File: config.mk
export PLATFORM = sky130hd
export DESIGN_NAME = vram_arbiter
export DESIGN_NICKNAME = d
export VERILOG_FILES = /design/src/rtl/vram_arbiter_pkg.sv /design/src/rtl/vram_arb_rpipe.sv /design/src/rtl/vram_arbiter.sv
export SDC_FILE = /design/constraint.sdc
export NUM_CORES = 1
export LEC_CHECK = 0
export CAP_MARGIN = 10
export CORE_MARGIN = 2
export CORE_UTILIZATION = 41
export DETAILED_ROUTE_END_ITERATION = 7
export GPL_ROUTABILITY_DRIVEN = 0
export HOLD_SLACK_MARGIN = 0.02
export PLACE_DENSITY = 0.93
export SLEW_MARGIN = 30
export SYNTH_ARGS = -nofsm -noshare
export SYNTH_HDL_FRONTEND = slang
export SYNTH_SLANG_ARGS = --single-unit
File: constraint.sdc
create_clock -name clk_sys -period 2.7 [get_ports clk_sys]
set_clock_uncertainty 0.1 [all_clocks]
set_input_delay 0.405 -clock clk_sys [delete_from_list [all_inputs] [get_ports clk_sys]]
set_output_delay 0.405 -clock clk_sys [all_outputs]
set_load 0.02 [all_outputs]
File: src/rtl/vram_arbiter_pkg.sv
// vram_arbiter_pkg: shared port identifiers, widths and helpers for the VRAM arbiter
package vram_arbiter_pkg;
    localparam int PORT_DISP  = 0;
    localparam int PORT_DRAW  = 1;
    localparam int PORT_CPU   = 2;
    localparam int VRAM_PORTS = 3;
    localparam int STAT_W     = 32;

    typedef logic [1:0] port_id_t;

    function automatic logic [VRAM_PORTS-1:0] port_onehot(input port_id_t id);
        return VRAM_PORTS'(1) << id;
    endfunction
endpackage

File: src/rtl/vram_arb_rpipe.sv
// vram_arb_rpipe: {valid, port-id} delay line that raises rvalid when read data comes back
module vram_arb_rpipe
    import vram_arbiter_pkg::*;
#(
    parameter int DEPTH = 2
) (
    input  logic                  clk_sys,
    input  logic                  rst_sys,
    input  logic                  in_valid,
    input  port_id_t              in_id,
    output logic [VRAM_PORTS-1:0] rvalid
);
    logic [DEPTH-1:0] v;
    port_id_t         id [DEPTH];

    // shift read tags one stage per cycle; reset drops anything in flight
    always_ff @(posedge clk_sys or posedge rst_sys) begin
        if (rst_sys) begin
            v <= '0;
            for (int i = 0; i < DEPTH; i++) id[i] <= '0;
        end else begin
            v     <= {v[DEPTH-2:0], in_valid};
            id[0] <= in_id;
            for (int i = 1; i < DEPTH; i++) id[i] <= id[i-1];
        end
    end

    assign rvalid = v[DEPTH-1] ? port_onehot(id[DEPTH-1]) : '0;
endmodule

File: src/rtl/vram_arbiter.sv
// vram_arbiter: three-port VRAM arbiter (display priority with starvation guard, draw/CPU round-robin); VRAM_ARBITER_STATS_EN adds per-port grant/wait counters
module vram_arbiter
    import vram_arbiter_pkg::*;
#(
    parameter int ADDRW      = 16,
    parameter int DATAW      = 32,
    parameter int MEM_LAT    = 1,
    parameter int STARVE_MAX = 8
) (
    input  logic                        clk_sys,
    input  logic                        rst_sys,
    input  logic [VRAM_PORTS-1:0]       req,
    input  logic [VRAM_PORTS-1:0]       we,
    input  logic [VRAM_PORTS*ADDRW-1:0] addr,
    input  logic [VRAM_PORTS*DATAW-1:0] wdata,
    output logic [VRAM_PORTS-1:0]       ready,
    output logic [VRAM_PORTS-1:0]       rvalid,
    output logic [DATAW-1:0]            rdata,
    output logic                        mem_en,
    output logic                        mem_we,
    output logic [ADDRW-1:0]            mem_addr,
    output logic [DATAW-1:0]            mem_wdata,
    input  logic [DATAW-1:0]            mem_rdata,
    input  logic [1:0]                  stat_sel,
    output logic [STAT_W-1:0]           stat_grant,
    output logic [STAT_W-1:0]           stat_wait
);
    localparam logic [7:0] SMAX = 8'(STARVE_MAX);

    logic [VRAM_PORTS-1:0] gnt;
    logic [7:0]            starve;
    logic                  rr_cpu;
    logic                  others;
    logic                  hold_disp;
    logic                  xfer;
    port_id_t              sel;

    // grant: display first unless it has starved a waiting port, then round-robin draw/CPU
    always_comb begin
        others         = req[PORT_DRAW] | req[PORT_CPU];
        hold_disp      = others && starve == SMAX;
        gnt            = '0;
        gnt[PORT_DISP] = req[PORT_DISP] && !hold_disp;
        gnt[PORT_DRAW] = !gnt[PORT_DISP] && req[PORT_DRAW] && !(rr_cpu && req[PORT_CPU]);
        gnt[PORT_CPU]  = !gnt[PORT_DISP] && req[PORT_CPU] && (rr_cpu || !req[PORT_DRAW]);
    end

    assign ready = rst_sys ? '0 : gnt;
    assign xfer  = |gnt;
    assign sel   = gnt[PORT_CPU] ? port_id_t'(PORT_CPU) : gnt[PORT_DRAW] ? port_id_t'(PORT_DRAW) : port_id_t'(PORT_DISP);

    // starvation counter and round-robin pointer
    always_ff @(posedge clk_sys or posedge rst_sys) begin
        if (rst_sys) begin
            starve <= '0;
            rr_cpu <= 1'b0;
        end else begin
            if (gnt[PORT_DRAW] || gnt[PORT_CPU] || !others) starve <= '0;
            else if (gnt[PORT_DISP] && starve != SMAX) starve <= starve + 8'd1;
            if (gnt[PORT_DRAW]) rr_cpu <= 1'b1;
            else if (gnt[PORT_CPU]) rr_cpu <= 1'b0;
        end
    end

    // registered memory command; address and data hold when idle
    always_ff @(posedge clk_sys or posedge rst_sys) begin
        if (rst_sys) begin
            mem_en    <= 1'b0;
            mem_we    <= 1'b0;
            mem_addr  <= '0;
            mem_wdata <= '0;
        end else begin
            mem_en <= xfer;
            mem_we <= xfer && we[sel];
            if (xfer) begin
                mem_addr  <= addr[sel*ADDRW +: ADDRW];
                mem_wdata <= wdata[sel*DATAW +: DATAW];
            end
        end
    end

    vram_arb_rpipe #(.DEPTH(MEM_LAT + 1)) u_rpipe (
        .clk_sys  (clk_sys),
        .rst_sys  (rst_sys),
        .in_valid (xfer && !we[sel]),
        .in_id    (sel),
        .rvalid   (rvalid)
    );

    assign rdata = |rvalid ? mem_rdata : '0;

`ifdef VRAM_ARBITER_STATS_EN
    logic [STAT_W-1:0] grant_cnt [VRAM_PORTS];
    logic [STAT_W-1:0] wait_cnt  [VRAM_PORTS];

    // wrapping per-port grant/wait counters with a registered readout
    always_ff @(posedge clk_sys or posedge rst_sys) begin
        if (rst_sys) begin
            for (int i = 0; i < VRAM_PORTS; i++) begin
                grant_cnt[i] <= '0;
                wait_cnt[i]  <= '0;
            end
            stat_grant <= '0;
            stat_wait  <= '0;
        end else begin
            for (int i = 0; i < VRAM_PORTS; i++) begin
                if (gnt[i]) grant_cnt[i] <= grant_cnt[i] + STAT_W'(1);
                if (req[i] && !gnt[i]) wait_cnt[i] <= wait_cnt[i] + STAT_W'(1);
            end
            stat_grant <= stat_sel == 2'd3 ? '0 : grant_cnt[stat_sel];
            stat_wait  <= stat_sel == 2'd3 ? '0 : wait_cnt[stat_sel];
        end
    end
`else
    logic unused_stat_sel;
    assign unused_stat_sel = ^stat_sel;
    assign stat_grant      = '0;
    assign stat_wait       = '0;
`endif
endmodule

# After elaboration in Yosys (flattened, before gate mapping)
# Index checks and enable logic that the tools add are counted.
[totals] regBits=65 input_bits=186 out_inout_bits=152 word_cells=51
[classes] add_sub_neg=1 n_lt_le_gt_ge=1 eq_ne=2 shift=3 n_mux=11 n_bitwise=1 reduce_logical=23
[ops] cell="$shiftx 96x8->32" count=1
[ops] cell="$shiftx 48x7->16" count=1
[ops] cell="$mux 32" count=1
[ops] cell="$mux 8" count=2
[ops] cell="$logic_and 1x1->1" count=10
[ops] cell="$add 8x1->8 const B" count=1
[ops] cell="$eq 8x4->1 const B" count=1
[ops] cell="$ne 8x4->1 const B" count=1
[ops] cell="$logic_not 1->1" count=6
[ops] cell="$mux 3" count=2
[ops] cell="$reduce_or 3->1" count=2
[ops] cell="$mux 1" count=4
[ops] cell="$reduce_bool 2->1" count=2
[ops] cell="$logic_or 1x1->1" count=3
[ops] cell="$lt 2x3->1 const B" count=1
[ops] cell="$shl 1x2->3 const A" count=1
[ops] cell="$bmux 1 s2" count=1
[ops] cell="$mux 2" count=1
[ops] cell="$or 1x1->1" count=1

# Logic depth before layout (Yosys ltp)
[depth] depth_word=13 mapped_depth=8 mapped_depth_nobuf=6

# By module
# A second synthesis with hierarchy kept.
[unflattened] hier_cells=836 hier_area_um2=6501.2
[by_module_without_submodules] mod="vram_arbiter" instances=1 cells_per_inst=826 area_each_um2=6317.3 seq_area_each_um2=1476.4
[by_module_without_submodules] mod="vram_arb_rpipe" instances=1 cells_per_inst=10 area_each_um2=183.9 seq_area_each_um2=150.1

# Least setup slack after synthesis
# OpenSTA, ideal clock, no wires.
[synth_timing] path_type="input-to-output" from="in rst_sys" to="out ready[0]" arrival_ns=2.249 t_required_ns=2.195 path_slack_ns=-0.054 cell_stages=2 n_path_buf=0 path_cell_list="inv_1 > o311a_1"
[synth_via] elab_chain_cells=1
[synth_lines] element="from (decl)" line="vram_arbiter.sv:11" text="input logic rst_sys,"
[synth_lines] element="$mux 3" line="vram_arbiter.sv:48" text="assign ready = rst_sys ? '0 : gnt;"
[synth_lines] element="to (decl)" line="vram_arbiter.sv:16" text="output logic [VRAM_PORTS-1:0] ready,"
# No other way between the ends.

# Worst setup path in the final report
[layout_timing] from="reg starve[0]" to="out ready[0]"
[layout_via] elab_chain_cells=5
[layout_lines] element="from (decl)" line="vram_arbiter.sv:31" text="logic [7:0] starve;"
[layout_lines] element="from (signal assigned)" line="vram_arbiter.sv:59" text="else if (gnt[PORT_DISP] && starve != SMAX) starve <= starve + 8'd1;"
[layout_lines] element="$eq 8x4->1" line="vram_arbiter.sv:41" text="hold_disp = others && starve == SMAX;"
[layout_lines] element="$logic_and 1x1->1" line="vram_arbiter.sv:41"
[layout_lines] element="$logic_not 1->1" line="vram_arbiter.sv:43" text="gnt[PORT_DISP] = req[PORT_DISP] && !hold_disp;"
[layout_lines] element="$logic_and 1x1->1" line="vram_arbiter.sv:43"
[layout_lines] element="$mux 3" line="vram_arbiter.sv:48"
# No other way between the ends.

==> summary.md <==
| Metric | Value |
|---|---|
| Pint | 2.558 mW |
| TritonCTS Buffers | 9 |
| Kind of cell adding the most delay to the critical path | simple AND/OR/NAND/NOR gates |
| Buffers plus inverters on the worst setup path | 2 |
| Clk_lat worst skew | 0.32 ns |
| Port Buf Inserts | 271 |
| Post-synth EDFFs | 0 |
| Maximum number of pins on one net before global-route repair | 98 |
| R2R Path End | u_rpipe.v[0]$_DFF_PP0_ |
| Sequential fraction of the synthesis area | 25.02% |
| Transition time at the pin with the least slew margin | 0.9781 ns |
| Count of mapped cells out of synthesis | 834 |
| Antenna Diode Count | 0 |
| Die footprint | 0.01688 mm2 |
| Path type of the worst setup path | flop to output port |
| Number of routed nets with antenna violations | 0 |
| Clock-pin slew on the worst setup and hold paths | 0.05 ns |
| Worst hold slack after final layout | 0.2499 ns |
| Synthesis warning total | 0 |
| Switching portion of total power | between 30% and 40% |
| Via count of the first global-routing pass | approximately 6,800 |
| Critical path data arrival time | about 2.1 ns |
| Reg2Reg Depth | 7 |
| CTS root buffer | clkbuf_16 |
| Via density | 5.654 |
| Slack of the worst reg-to-reg path | 0.24 ns |
| Placed Instances | between 1,000 and 1,500 |
| Mean post-synth cell area | 7.794 um2 |
| Element type at the critical path start | flop |
| Violation count after the first detailed-route iteration | 389 |
| Die boundary width | roughly 130 um |
| Max transition margin | 34.79% |
| Chain of cells forming the critical path | inv_1, ha_1, or4b_4, o311a_1, clkdlybuf4s15_1 |
| Share of layout cells above drive strength 1 | 11.58% |
| Clock Path Buffers | 2 |
| DR pass1 iterations | 5 |
| Cell area after synthesis | 0.006500 mm2 |
| Setup repair after global routing missed its margin | no |
| Status | complete, no violations |
| CTS tree | built |
| Final design utilization | 60.22% |
| Cell row count | 46 |
| Crit. End Element | output port |
| DRC violations left | 0 |
| Power per unit of standard cell area | ~420 mW/mm2 |
| Clock group share of total power | 26.1% |
| Antenna violations before repair | 0 |
| Die height | 129.9 um |
| Slew Limit Fails | 0 |
| Number of hold violations in the final report | 0 |
| Clock H-tree levels | 3 |
| Relative contribution of sequential cells to total power | 29.6% |
| Net count reported at finish | 1,245 |
| Count of maximum capacitance violations | 0 |
| Number of failing setup endpoints in the final timing report | 0 |
| Remaining global-route overflow | 0 |
| Startpoint of the most critical register-to-register path | starve[0]$_DFFE_PP0P_ |
| Area inside the core boundary | 0.01571 mm2 |
| Critical path's largest stage delay | 0.51 ns |
| Launching instance or port of the critical path | starve[0]$_DFFE_PP0P_ |
| Via count | 7,226 |
| CP required | 2.19 ns |
| Worst-case vdd ir drop | 0.2666 mV |
| Leak | 3.924 nW |
| Critical Path Fanout Max | 3 |
| Ports | around 340 |
| Net load switching power | 1.404 mW |
| Critical Path Slowest Stage Cell | or4b_4 |
| Type of the most critical hold path | flop to flop |
| Async S/R FF share, synth | 100.0% |
| Fill cell instance count of the final layout | 1,334 |
| GRT Resource Usage Total | between 20% and 30% |
| Number of distinct standard cells referenced by the synthesized netlist | 40 |
| Effective utilization at floorplan | about 41% |
| Wire length reported by the detailed router | 21,300 um |
| Seq cells post-synth | 65 |
| Final period utilization | 97.80% |
| Highest achievable clock rate | 378.7 MHz |
| Logic depth of the worst path, buffers included | 5 |
| Final critical path time including I/O delays and setup | 2.640 ns |
| Setup crit end | ready[0] |
| Synth-to-layout area growth | 45.58% |
| Post-Layout Cell Count | ~1,300 |
| Drt wl/cell | about 17 um |
| Share of power burned in combinational logic | 44.4% |
| Final setup TNS | 0 ns |
| Global-route wire length before repair | 32,190 um |
| TritonCTS Sinks | 65 |
| Top FF cell, synth | dfrtp_1 |
| Number of setup buffers added after CTS | 0 |
| Detailed Place HPWL | roughly 14,000 um |
==> cell families after synthesis <==
logic type	count (synthesis)	synth area share, %
AO/OA/AOI/OAI	154	18.23
flip-flops	65	25.02
XOR/XNOR	6	0.8085
AND/OR/NAND/NOR	354	31.18
other	1	0.05769
adder cells (fa/ha/maj)	2	0.3849
buffers and inverters	204	16.00
multiplexers	48	8.316
==> cell usage in the layout, fill, tap and decap left out, types with 20 or more instances in the layout <==
cell             synthesis  final
clkdlybuf4s50_1          0    266
inv_1                   54     53
and4_1                  49     49
nand4_1                 52     52
nand2_1                 99     99
o32ai_2                 20     20
nand3_1                 51     51
dfrtp_1                 65     65
a21oi_1                 48     48
mux2_2                  48     48
buf_4                   65     24
o32ai_1                 28     28
and2_1                  32     32
nor2b_1                 48     48
a31oi_1                 49     49
conb_1                   1     64
==> stage by stage <==
stage | worst slack [ns] | area [um2] | total power [mW]
6_report | 0.05952 | 9463 | 3.962
5_1_grt | 0.01301 | 9463 | 4.179
4_1_cts | 0.01194 | 9463 | 3.987
3_5_place_dp | 0.07205 | 9209 | 2.936
3_3_place_gp | 0.1042 | 9209 | 2.900
2_1_floorplan | 0.2749 | 6740 | 2.205
==> per-layer routing <==
layer	vias up	wire length, um	global-route usage (%)	part of all wire [%]
li1	3328	-	-	-
met1	3432	7749	26.60	36
met2	412	10820	42.47	51
met3	54	2045	5.986	9.6
met4	0	680	10.37	3.2
met5	-	0	0	0
==> cell usage after synthesis, types with 2 or more instances <==
cell type | instances | share of area [%]
a21oi_1 | 48 | 3.7
nor2b_1 | 48 | 4.6
mux2_2 | 48 | 8.3
and2_1 | 32 | 3.1
dfrtp_1 | 65 | 25
xor2_1 | 5 | 0.67
nand2_1 | 99 | 5.7
buf_2 | 12 | 0.92
nand3_1 | 51 | 3.9
and3b_1 | 2 | 0.27
nand4_1 | 52 | 5.0
nor2_1 | 11 | 0.64
o32ai_1 | 28 | 3.8
ha_1 | 2 | 0.38
a21boi_0 | 2 | 0.23
and3_1 | 2 | 0.19
inv_1 | 54 | 3.1
o32ai_2 | 20 | 5.0
nor3_1 | 2 | 0.15
buf_6 | 2 | 0.35
buf_4 | 65 | 7.5
a31oi_1 | 49 | 4.7
and4_1 | 49 | 6.6
clkbuf_1 | 69 | 4.0
buf_1 | 2 | 0.12
==> registers in the layout, summed over array words and instances (netlist names) <==
signal / cells
starve: 8
mem_we: 1
u_rpipe.id: 4
u_rpipe.v: 2
mem_wdata: 32
mem_addr: 16
rr_cpu: 1
mem_en: 1
==> worst min-delay path by stage <==
stage | end | depth (start not counted) | start
6_report | u_rpipe.id[0]$_DFF_PP0_ | 0 | u_rpipe.id[2]$_DFF_PP0_
5_1_grt | u_rpipe.v[1]$_DFF_PP0_ | 0 | u_rpipe.v[0]$_DFF_PP0_
4_1_cts | u_rpipe.id[0]$_DFF_PP0_ | 0 | u_rpipe.id[2]$_DFF_PP0_
3_5_place_dp | u_rpipe.id[0]$_DFF_PP0_ | 0 | u_rpipe.id[2]$_DFF_PP0_
3_3_place_gp | u_rpipe.v[1]$_DFF_PP0_ | 0 | u_rpipe.v[0]$_DFF_PP0_
2_1_floorplan | u_rpipe.id[0]$_DFF_PP0_ | 0 | u_rpipe.id[2]$_DFF_PP0_
==> final cells by class <==
cell class | count | area [um2] | share of cell area (%)
clock buffer | 12 | 236.5 | 2.499
clock inverter | 4 | 20.02 | 0.2116
inverter | 54 | 206.4 | 2.182
multi-input combinational | 628 | 4125 | 43.59
sequential | 65 | 1627 | 17.19
tap | 216 | 270.3 | 2.856
timing repair buffer | 299 | 2978 | 31.47
==> power groups by stage <==
stage | clock network [mW] | registers (mW) | logic [mW]
after global routing | 1.11 | 1.19 | 1.88
after global placement | 0 | 1.18 | 1.71
after floorplan | 0 | 1.31 | 0.893
after CTS | 1.06 | 1.17 | 1.75
final | 1.03 | 1.17 | 1.76
after detailed placement | 0 | 1.19 | 1.75
==> worst register-to-register path, cell delays in order (launching register included) <==
cell and delay, ns:
dfrtp_1 0.38, inv_1 0.06, ha_1 0.18, or4b_4 0.51, o21ai_4 0.17, buf_4 0.53
nand4_1 0.19, and4_1 0.23
==> what timing repair did <==
item                                    in CTS  in global routing
endpoints found under the setup margin       3                  2
resized for setup                            4                  2
pin swaps                                    0                  0
hold buffers                                 0                  0
Power figures use the tool's default switching activity.
